### config.mk
export PLATFORM = sky130hd
export DESIGN_NAME = bsg_mcl_axil_fifos_tx
export DESIGN_NICKNAME = d
export VERILOG_FILES = /design/src/rtl/bsg_mcl_axil_pkg.sv /design/src/rtl/bsg_mcl_word_buf_async.sv /design/src/rtl/bsg_mcl_axil_fifos_tx.sv
export SDC_FILE = /design/constraint.sdc
export NUM_CORES = 1
export LEC_CHECK = 0
export ABC_AREA = 1
export BUFFER_PORTS_ARGS = -buffer_cell sky130_fd_sc_hd__clkbuf_2
export CORE_MARGIN = 5
export CORE_UTILIZATION = 23
export CTS_CLUSTER_SIZE = 12
export DETAILED_ROUTE_END_ITERATION = 7
export GPL_TIMING_DRIVEN = 1
export HOLD_SLACK_MARGIN = 0.1
export PLACE_DENSITY = 0.46
export SLEW_MARGIN = 30
export SYNTH_ARGS = -nofsm -noshare
export SYNTH_HDL_FRONTEND = slang
export SYNTH_SLANG_ARGS = --single-unit
### constraint.sdc
create_clock -name clk_i -period 4.3 [get_ports clk_i]
set_input_delay 0.43 -clock clk_i [delete_from_list [all_inputs] [get_ports clk_i]]
set_output_delay 0.43 -clock clk_i [all_outputs]
set_load 0.03 [all_outputs]
### src/rtl/bsg_mcl_axil_pkg.sv
// Shared types and helpers for the manycore AXI-Lite mailbox datapath.
// Kept minimal so both the word buffer and the packer agree on word width.
package bsg_mcl_axil_pkg;

    localparam int mcl_axil_data_width_gp = 32;

    typedef logic [mcl_axil_data_width_gp-1:0] mcl_axil_word_t;

    // Number of AXI-Lite words that make up one packed manycore request.
    function automatic int mcl_ratio(input int fifo_w, input int axil_w);
        return (axil_w > 0) ? (fifo_w / axil_w) : 0;
    endfunction

endpackage

### src/rtl/bsg_mcl_word_buf_async.sv
// Circular word buffer with occupancy-based full/empty and a registered vacancy count.
// Depth need not be a power of two; pointers wrap explicitly at els_p-1.
module bsg_mcl_word_buf_async
    import bsg_mcl_axil_pkg::*;
#(
    parameter int width_p       = mcl_axil_data_width_gp,
    parameter int els_p         = 8,
    localparam int ptr_width_lp = (els_p > 1) ? $clog2(els_p) : 1,
    localparam int cnt_width_lp = $clog2(els_p + 1)
) (
    input  logic                    clk_i,
    input  logic                    reset_n_i,
    input  logic [width_p-1:0]      data_i,
    input  logic                    v_i,
    output logic                    ready_o,
    output logic [width_p-1:0]      data_o,
    output logic                    v_o,
    input  logic                    yumi_i,
    output logic [cnt_width_lp-1:0] vacancy_o
);

    localparam logic [ptr_width_lp-1:0] last_ptr_lp = ptr_width_lp'(els_p - 1);
    localparam logic [cnt_width_lp-1:0] els_cnt_lp  = cnt_width_lp'(els_p);

    logic [width_p-1:0]      mem_r [els_p];
    logic [ptr_width_lp-1:0] wr_ptr_r;
    logic [ptr_width_lp-1:0] rd_ptr_r;
    logic [cnt_width_lp-1:0] occ_r;
    logic [cnt_width_lp-1:0] vac_r;
    logic                    push;
    logic                    pop;

    function automatic logic [ptr_width_lp-1:0] ptr_inc(input logic [ptr_width_lp-1:0] p);
        return (p == last_ptr_lp) ? '0 : p + 1'b1;
    endfunction

    // Ready comes only from registered occupancy, never from v_i.
    assign ready_o   = (occ_r != els_cnt_lp);
    assign v_o       = (occ_r != '0);
    assign push      = v_i & ready_o;
    assign pop       = yumi_i & v_o;
    assign data_o    = mem_r[rd_ptr_r];
    assign vacancy_o = vac_r;

    always_ff @(posedge clk_i) begin
        if (push) begin
            mem_r[wr_ptr_r] <= data_i;
        end
    end

    always_ff @(posedge clk_i or negedge reset_n_i) begin
        if (!reset_n_i) begin
            wr_ptr_r <= '0;
            rd_ptr_r <= '0;
            occ_r    <= '0;
            vac_r    <= els_cnt_lp;
        end else begin
            if (push) begin
                wr_ptr_r <= ptr_inc(wr_ptr_r);
            end
            if (pop) begin
                rd_ptr_r <= ptr_inc(rd_ptr_r);
            end
            case ({push, pop})
                2'b10: begin
                    occ_r <= occ_r + 1'b1;
                    vac_r <= vac_r - 1'b1;
                end
                2'b01: begin
                    occ_r <= occ_r - 1'b1;
                    vac_r <= vac_r + 1'b1;
                end
                default: ;
            endcase
        end
    end

endmodule

### src/rtl/bsg_mcl_axil_fifos_tx.sv
// Host-to-manycore word packer: buffers AXI-Lite words and packs ratio_lp of them
// into one fifo_width_p request, word 0 in the least significant slot.
module bsg_mcl_axil_fifos_tx
    import bsg_mcl_axil_pkg::*;
#(
    parameter int fifo_width_p      = 128,
    parameter int req_credits_p     = 2,
    parameter int axil_data_width_p = mcl_axil_data_width_gp,
    localparam int ratio_lp         = mcl_ratio(fifo_width_p, axil_data_width_p),
    localparam int els_lp           = ratio_lp * req_credits_p,
    localparam int vac_width_lp     = $clog2(els_lp + 1)
) (
    input  logic                         clk_i,
    input  logic                         reset_n_i,
    input  logic [axil_data_width_p-1:0] axil_req_i,
    input  logic                         axil_req_v_i,
    output logic                         axil_req_ready_o,
    output logic [fifo_width_p-1:0]      fifo_req_o,
    output logic                         fifo_req_v_o,
    input  logic                         fifo_req_ready_i,
    output logic [vac_width_lp-1:0]      req_vacancy_o
);

    localparam int cnt_width_lp = $clog2(ratio_lp + 1);
    localparam logic [cnt_width_lp-1:0] full_cnt_lp = cnt_width_lp'(ratio_lp);

    if ((ratio_lp * axil_data_width_p != fifo_width_p) || (ratio_lp < 2) || (req_credits_p < 1)) begin : g_param_check
        $fatal(1, "bsg_mcl_axil_fifos_tx: fifo_width_p must be ratio*axil_data_width_p (ratio>=2), req_credits_p>=1");
    end

    logic [axil_data_width_p-1:0] buf_data;
    logic                         buf_v;
    logic                         pop;
    logic                         send;
    logic [cnt_width_lp-1:0]      count_r;
    logic [cnt_width_lp-1:0]      count_n;
    logic                         fifo_v_r;
    logic [axil_data_width_p-1:0] slot_r [ratio_lp];

    bsg_mcl_word_buf_async #(
        .width_p (axil_data_width_p),
        .els_p   (els_lp)
    ) word_buf (
        .clk_i     (clk_i),
        .reset_n_i (reset_n_i),
        .data_i    (axil_req_i),
        .v_i       (axil_req_v_i),
        .ready_o   (axil_req_ready_o),
        .data_o    (buf_data),
        .v_o       (buf_v),
        .yumi_i    (pop),
        .vacancy_o (req_vacancy_o)
    );

    // A full packer never pops, so a handshake cycle is never also a pop cycle.
    assign send = fifo_v_r & fifo_req_ready_i;
    assign pop  = buf_v & (count_r < full_cnt_lp);

    always_comb begin
        count_n = count_r;
        if (send) begin
            count_n = '0;
        end else if (pop) begin
            count_n = count_r + 1'b1;
        end
    end

    always_ff @(posedge clk_i or negedge reset_n_i) begin
        if (!reset_n_i) begin
            count_r  <= '0;
            fifo_v_r <= 1'b0;
            for (int i = 0; i < ratio_lp; i++) begin
                slot_r[i] <= '0;
            end
        end else begin
            count_r  <= count_n;
            fifo_v_r <= (count_n == full_cnt_lp);
            for (int i = 0; i < ratio_lp; i++) begin
                if (pop && (count_r == cnt_width_lp'(i))) begin
                    slot_r[i] <= buf_data;
                end
            end
        end
    end

    for (genvar g = 0; g < ratio_lp; g++) begin : g_pack
        assign fifo_req_o[g*axil_data_width_p +: axil_data_width_p] = slot_r[g];
    end

    assign fifo_req_v_o = fifo_v_r;

endmodule
==> results.md, run 1 <==
* DP Cell Count at approximately 2,500
* Routed WL at around 48 mm
* Final Hold Vio Count at 0
* Antenna-violating nets left at 0
* DRT iter0 DRCs at 729
* Layout Cells excl Fill at between 2,000 and 3,000
* Post-synth EDFFs at 256
* H-Tree Depth at 2
* Routed via count at 10,960
* Initial antenna violation count at 6
* Pwr per Cell Area at between 700 and 800 nW/um^2
* Total Die Area at around 76,000 um^2
* Crit start category: flip-flop
* Slew of the pin with the lowest slew margin at 0.9258 ns
* Clk pin slew, worst setup/hold paths at ~0.06 ns
* Net switching power at 6.162 mW
* Clk buf depth at 3
* Core area at roughly 70,000 um^2
* Most frequent cells in the layout: 283 x nand2_1, 263 x nor2_1, 256 x edfxtp_1
* Gr ovfl total at 0
* Mapped Nets at approximately 1,500
* Die Wd at between 200 and 300 um
* # IOs at 170
* Core Util, Final at between 20% and 30%
* Total setup buffers inserted after CTS at 0
* Largest net degree at the start of global routing at roughly 100
* Post-synthesis sequential area ratio at 70.16%
* Worst EP arrival at roughly 3 ns
* DRC Markers at 0
* Internal Power at just under 9 mW
* # setup viols final at 0
* RSZ-0062 raised after global routing: no
* Number of port buffers at roughly 170
* Row count at between 90 and 100
* Synth Area in Compound Gates at 4.358%
* Count of final max-slew check failures at 0
* CTS tree: yes
* Vias per cell at 4.228
* HP Class: in -> reg
* Max Freq at 386.7 MHz
* Root Buffer: clkbuf_16
* Simple-Gate Fraction of Synth Area at around 21%
* Largest family of logic cells by synthesized area: simple AND/OR/NAND/NOR gates
* Status: finished clean
* Top delay family on crit path: simple AND/OR/NAND/NOR gates
* Comb power frac at between 30% and 40%
* Max-Cap Viols at 0
* CTS Sinks at about 400
* Sw frac at between 40% and 50%
* Final period util at 60.14%
* Clock latency on the worst-skew pair at slightly below 0.6 ns
* First-pass GRT wire length at between 70 and 80 mm
* WP buf/inv at 2
* Most used DFF post-synth: edfxtp_1
* Mapped Avg Cell Area at 11.16 um^2
* Peak VDD IR at around 340 uV
* Crit end category: flip-flop
* Rel. slew slack at 38.28%
* Post-Syn Area at about 16,000 um^2
* Yosys warns at 0
* Placer's final routability congestion estimate at about 0.76
* Final Skew at approximately 0.016 ns
* Req. time, crit path at approximately 4.8 ns
* Final min period at 2.586 ns
* CTS Buf Count at 45
* Crit-path cells: nor2_4 -> nand3_4 -> nand2_8 -> inv_2 -> ha_1 -> inv_1 -> nand2_1 -> and2_1 -> ha_1 -> or2_2 -> or2_2 -> nand3_1 -> nand2_1
* CP Max Fanout at 9
* Post-synthesis mux area share at 0%
* Number of global-route vias before repair at roughly 11,000
* Slowest CP cell: dfrtp_1
* Post-Synth XOR/XNOR Area at less than 1%
* Clock share of power at a little over a quarter
* Post-Syn Instances at approximately 1,400
* Post-synth cell types at 31
* Synthesis-stage register bit count at between 400 and 500
* Total track usage at about an eighth
* Ratio of cells with drive above 1 in the final layout at between 10% and 20%
* # nets final at between 1,500 and 2,000
* DR WL/cell at 18.52 um
* Most common cell after layout, fill and taps aside: nand2_1
* DR pass1 iterations at 7
* Post-synthesis adder-cell area fraction at between 1 and 1.5%
* Post-synth ARST share at a little over a third
* Synth-to-layout area growth at 20.69%
* Hpwl dp at 28.98 mm
* Flop pwr share at 37.2%
* WS Path Type: reg -> reg
* Die Y at ~280 um
* Starting density of the core at 23.12%
* Setup_tns at 0 ns
* Leak at ~8 nW
* Largest stage delay on the critical path at around 0.45 ns
[synth_stat cells (2+ instances only)]
cell type | n | area (um^2)
nor2_8 | 4 | 80.08
or2_2 | 3 | 18.77
buf_1 | 2 | 7.510
nor2_1 | 271 | 1017
inv_4 | 2 | 12.51
o21ai_0 | 16 | 80.08
nand2_1 | 283 | 1062
ha_1 | 14 | 175.2
inv_2 | 7 | 26.28
nand3_1 | 203 | 1016
inv_1 | 25 | 93.84
buf_4 | 26 | 195.2
buf_6 | 3 | 33.78
clkbuf_4 | 3 | 22.52
buf_2 | 32 | 160.2
clkbuf_1 | 8 | 30.03
xnor2_1 | 4 | 35.03
o21ai_1 | 120 | 600.6
dfrtp_1 | 145 | 3628
edfxtp_1 | 256 | 7687
a21oi_1 | 2 | 10.01
nand2_2 | 10 | 62.56
[worst reg2reg max path, cell delays in order, from the launching register on]
cell	delay [ns]
dfrtp_1	0.45
nor2_4	0.17
nand3_4	0.11
nand2_8	0.16
inv_2	0.10
ha_1	0.29
inv_1	0.12
nand2_1	0.07
and2_1	0.15
ha_1	0.17
or2_2	0.30
or2_2	0.27
nand3_1	0.07
nand2_1	0.05
[power groups by stage]
stage          clock network (mW)  logic [mW]  registers (mW)
2_1_floorplan                   0        2.89            6.58
3_3_place_gp                    0        5.57            5.65
3_5_place_dp                    0        5.65            5.67
4_1_cts                      4.03        5.67            5.60
5_1_grt                      4.21        6.15            5.69
6_report                     3.92        5.53            5.59
[area by class of cell]
type / instances / area, um^2
Fill cell: 7283 / 50400
Sequential cell: 402 / 11350
Multi-Input combinational cell: 938 / 4302
Clock buffer: 66 / 1296
Tap cell: 940 / 1176
Timing Repair Buffer: 192 / 1036
Clock inverter: 18 / 211.5
Inverter: 34 / 137.6
Antenna cell: 1 / 2.502
[registers in the layout (all words and copies together) (netlist names)]
name                cells
word_buf.mem_r        256
count_r                 3
fifo_req_v_o            1
word_buf.vacancy_o      4
word_buf.wr_ptr_r       3
word_buf.rd_ptr_r       3
word_buf.occ_r          4
fifo_req_o            128
[routing by layer]
| layer | vias up | part of all wire (%) | global-route usage, % |
|---|---|---|---|
| met2 | 268 | 48 | 20.53 |
| met5 | - | 0.071 | 0 |
| li1 | 5263 | - | - |
| met3 | 75 | 6.5 | 3.419 |
| met1 | 5343 | 43 | 16.12 |
| met4 | 6 | 2.5 | 3.817 |
[cell families after synthesis]
group / after synthesis
AOI/OAI and AO/OA: 140
buffers and inverters: 108
and+or+nand+nor: 779
adders and majority gates: 14
xor gates and xnor gates: 5
DFF: 402
[through the flow]
step	power, mW	cell area (um^2)	hold slack [ns]	setup WS [ns]
6_report	15.04	19510	0.1456	1.714
5_1_grt	16.05	19510	0.1253	1.535
4_1_cts	15.30	19510	0.1013	1.695
3_5_place_dp	11.32	17980	0.4659	1.683
3_3_place_gp	11.23	17970	0.4646	1.666
2_1_floorplan	9.470	16170	0.1344	1.377
[path summary, 6_finish.rpt]
check                                  start                    end  cells after the start  slack [ns]
min in group asynchronous          reset_n_i         fifo_req_o[22]                      2        0.48
max in group asynchronous          reset_n_i         fifo_req_o[33]                      3        2.74
hold / removal                 axil_req_i[9]   word_buf.mem_r[3][9]                      1        0.15
setup / recovery           word_buf.occ_r[1]  word_buf.vacancy_o[2]                     13        1.71
hold reg to reg                fifo_req_o[1]          fifo_req_o[1]                      2        0.47
setup reg to reg           word_buf.occ_r[1]  word_buf.vacancy_o[2]                     13        1.71
[what timing repair did]
item / 4_1_cts / 5_1_grt
hold buffers: 2 / 0
gates resized for setup: 0 / 0
endpoints found under the hold margin: 92 / 0
(Power assumes the default switching activity.)
==> run 2, diff against run 1 <==
Settings changed: PLACE_DENSITY 0.46 to 0.47.
Clock period 4.3 ns to 2.23 ns, I/O delays scaled along.
==> results.md, run 2 (synthesis gave the netlist of run 1 again) <==
* Comb power frac at 38.9% (was 36.8%)
* Final Hold Vio Count at 0 (unchanged)
* Total track usage at 12.42% (was 12.49%)
* Sw frac at 40.84% (was 40.97%)
* Gr ovfl total at 0 (unchanged)
* Final min period at 2.124 ns (was 2.586 ns)
* Req. time, crit path at 2.69 ns (was 4.76 ns)
* Count of final max-slew check failures at 0 (unchanged)
* Top reg by flops: word_buf.mem_r (unchanged)
* Routed WL at 47.51 mm (was 47.98 mm)
* # nets final at 1,726 (was 1,663)
* Max Freq at 470.8 MHz (was 386.7 MHz)
* Slowest CP cell: dfrtp_1 (unchanged)
* Internal Power at 17.31 mW (was 8.876 mW)
* Pwr per Cell Area at 1447 nW/um^2 (was 770.8 nW/um^2)
* H-Tree Depth at 2 (unchanged)
* Crit start category: flip-flop (unchanged)
* RSZ-0062 raised after global routing: no (unchanged)
* Row count at 97 (unchanged)
* Worst Hold Launch: axil_req_v_i (was axil_req_i[9])
* Number of flip-flops in the largest register at 256 (unchanged)
* Most frequent cells in the layout: 282 x nand2_1, 263 x nor2_1, 256 x edfxtp_1 (was 283 x nand2_1, 263 x nor2_1, 256 x edfxtp_1)
* DRC Markers at 0 (unchanged)
* Vias per cell at 4.209 (was 4.228)
* HP Class: in -> reg (unchanged)
* Hpwl dp at 29.98 mm (was 28.98 mm)
* WP buf/inv at 2 (unchanged)
* Flop pwr share at 36.6% (was 37.2%)
* First-pass GRT wire length at 71.88 mm (was 71.30 mm)
* Final period util at 95.25% (was 60.14%)
* DRT iter0 DRCs at 536 (was 729)
* Worst reg2reg path endpoint: word_buf.vacancy_o[2] (unchanged)
* # setup viols final at 0 (unchanged)
* Initial antenna violation count at 7 (was 6)
* Pre-CTS setup slack at 0.04836 ns (was 1.683 ns)
* Min-Delay Endpoint: word_buf.wr_ptr_r[0] (was word_buf.mem_r[3][9])
* WHS Path Cells at 5 (was 1)
* Clk buf depth at 3 (unchanged)
* Number of global-route vias before repair at 11,500 (was 10,870)
* CTS Sinks at 402 (unchanged)
* Reg-to-reg startpoint: word_buf.occ_r[1] (unchanged)
* Worst EP arrival at 2.59 ns (was 3.04 ns)
* Area of the multi-input gates at 4324 um^2 (was 4302 um^2)
* Peak VDD IR at 600.7 uV (was 342.3 uV)
* Synth-to-layout area growth at 25.13% (was 20.69%)
* Rel. slew slack at 61.49% (was 38.28%)
* Routed via count at 11,170 (was 10,960)
* Die Y at 275.1 um (unchanged)
* Final Skew at 0.02061 ns (was 0.01555 ns)
* Antenna-violating nets left at 0 (unchanged)
* CP Max Fanout at 6 (was 9)
* Final worst slack at 0.1060 ns (was 1.714 ns)
* Placer's final routability congestion estimate at 0.7642 (was 0.7582)
* Final Cell Area at 20,230 um^2 (was 19,510 um^2)
* Register area at 11,350 um^2 (unchanged)
* DR pass1 iterations at 5 (was 7)
* Starting density of the core at 23.12% (unchanged)
* Reg2reg path depth at 13 (unchanged)
* CTS Buf Count at 45 (unchanged)
* Slew of the pin with the lowest slew margin at 0.5777 ns (was 0.9258 ns)
* Total Die Area at 75,690 um^2 (unchanged)
* # IOs at 170 (unchanged)
* Max-Cap Viols at 0 (unchanged)
* Placed cell area at 18,440 um^2 (was 17,980 um^2)
* Clock share of power at 24.5% (was 26.1%)
* Ratio of cells with drive above 1 in the final layout at 19.46% (was 18.00%)
* Clk pin slew, worst setup/hold paths at 0.06 ns (about the same)
* Most common cell after layout, fill and taps aside: nand2_1 (unchanged)
* Core area at 69,910 um^2 (unchanged)
* Net switching power at 11.95 mW (was 6.162 mW)
* Crit end category: flip-flop (unchanged)
* Reg2Reg Setup Slack at 0.11 ns (was 1.71 ns)
* Leak at 8.413 nW (was 8.090 nW)
* Root Buffer: clkbuf_16 (unchanged)
* Most common cell on crit path: nand2_1
* Number of port buffers at 169 (unchanged)
* CTS tree: yes (unchanged)
* Largest stage delay on the critical path at 0.40 ns (was 0.45 ns)
* Largest net degree at the start of global routing at 66 (was 99)
* Clock latency on the worst-skew pair at 0.57 ns (was 0.58 ns)
* Filler Cells Inserted at 7,269 (was 7,283)
* Top delay family on crit path: simple AND/OR/NAND/NOR gates (unchanged)
* Crit-path cells: nor2_4 -> nand3_4 -> nand2_8 -> inv_8 -> ha_4 -> inv_2 -> nand2_1 -> and2_1 -> ha_1 -> or2_4 -> or2_2 -> nand3_1 -> nand2_1 (was nor2_4 -> nand3_4 -> nand2_8 -> inv_2 -> ha_1 -> inv_1 -> nand2_1 -> and2_1 -> ha_1 -> or2_2 -> or2_2 -> nand3_1 -> nand2_1)
* Status: finished clean (unchanged)
* WS Path Type: reg -> reg (unchanged)
* DR WL/cell at 17.89 um (was 18.52 um)
* Die Wd at 275.1 um (unchanged)
==> run 2: power groups by stage <==
stage | clock network, mW | logic [mW] | registers, mW
6_report | 7.17 | 11.4 | 10.7
5_1_grt | 7.70 | 12.7 | 10.9
4_1_cts | 7.39 | 11.6 | 10.7
3_5_place_dp | 0 | 11.5 | 10.8
3_3_place_gp | 0 | 11.4 | 10.8
2_1_floorplan | 0 | 5.64 | 12.7
==> run 2: worst max-delay path by stage <==
stage	from	endpoint	slack [ns]	depth (start not counted)
6_report	word_buf.occ_r[1]	word_buf.vacancy_o[2]	0.11	13
5_1_grt	word_buf.occ_r[1]	word_buf.vacancy_o[2]	0.01	13
4_1_cts	word_buf.occ_r[0]	word_buf.vacancy_o[2]	0.04	13
3_5_place_dp	word_buf.occ_r[0]	word_buf.vacancy_o[2]	0.05	13
3_3_place_gp	word_buf.occ_r[0]	word_buf.vacancy_o[2]	0.03	13
2_1_floorplan	word_buf.occ_r[0]	word_buf.mem_r[0][0]	-0.05	6
==> run 2: final cells by class <==
cell class | instances | share of cell area (%)
Inverter | 34 | 0.7051
Multi-Input combinational cell | 938 | 21.38
Sequential cell | 402 | 56.10
Clock inverter | 13 | 0.5505
Clock buffer | 69 | 6.464
Timing Repair Buffer | 255 | 8.938
Antenna cell | 4 | 0.04948
Tap cell | 940 | 5.814
==> run 2: tightest hold or removal path, delay by kind of cell <==
family,cells,cell delay [ns]
AOI/OAI and AO/OA,1,0.10
buffers and inverters,2,0.24
and+or+nand+nor,2,0.15
==> run 2: repair_timing <==
| action | 4_1_cts | 5_1_grt |
|---|---|---|
| endpoints found under the hold margin | 321 | 0 |
| setup buffers | 0 | 2 |
| setup endpoints to repair | 0 | 1 |
| gates resized for setup | 0 | 1 |
| hold buffers | 34 | 0 |
==> run 2: per-stage QoR <==
step / setup TNS, ns / std cells / total power, mW / util [%] / hold WS, ns
4_1_cts: 0 / 2649 / 29.72 / 28.90 / 0.1446
6_report: 0 / 2655 / 29.26 / 28.94 / 0.1845
3_5_place_dp: 0 / 2533 / 22.38 / 26.38 / 0.2366
3_3_place_gp: 0 / 2533 / 22.20 / 26.38 / 0.2360
5_1_grt: 0 / 2652 / 31.23 / 28.93 / 0.2098
2_1_floorplan: -10.25 / 1448 / 18.31 / - / -0.07259
==> run 2: metal layers <==
layer	routed length (um)	vias to the layer above	track usage, %
li1	-	5384	-
met1	20110	5492	15.22
met2	23390	218	21.41
met3	2603	76	2.957
met4	1390	4	4.425
met5	21	-	0
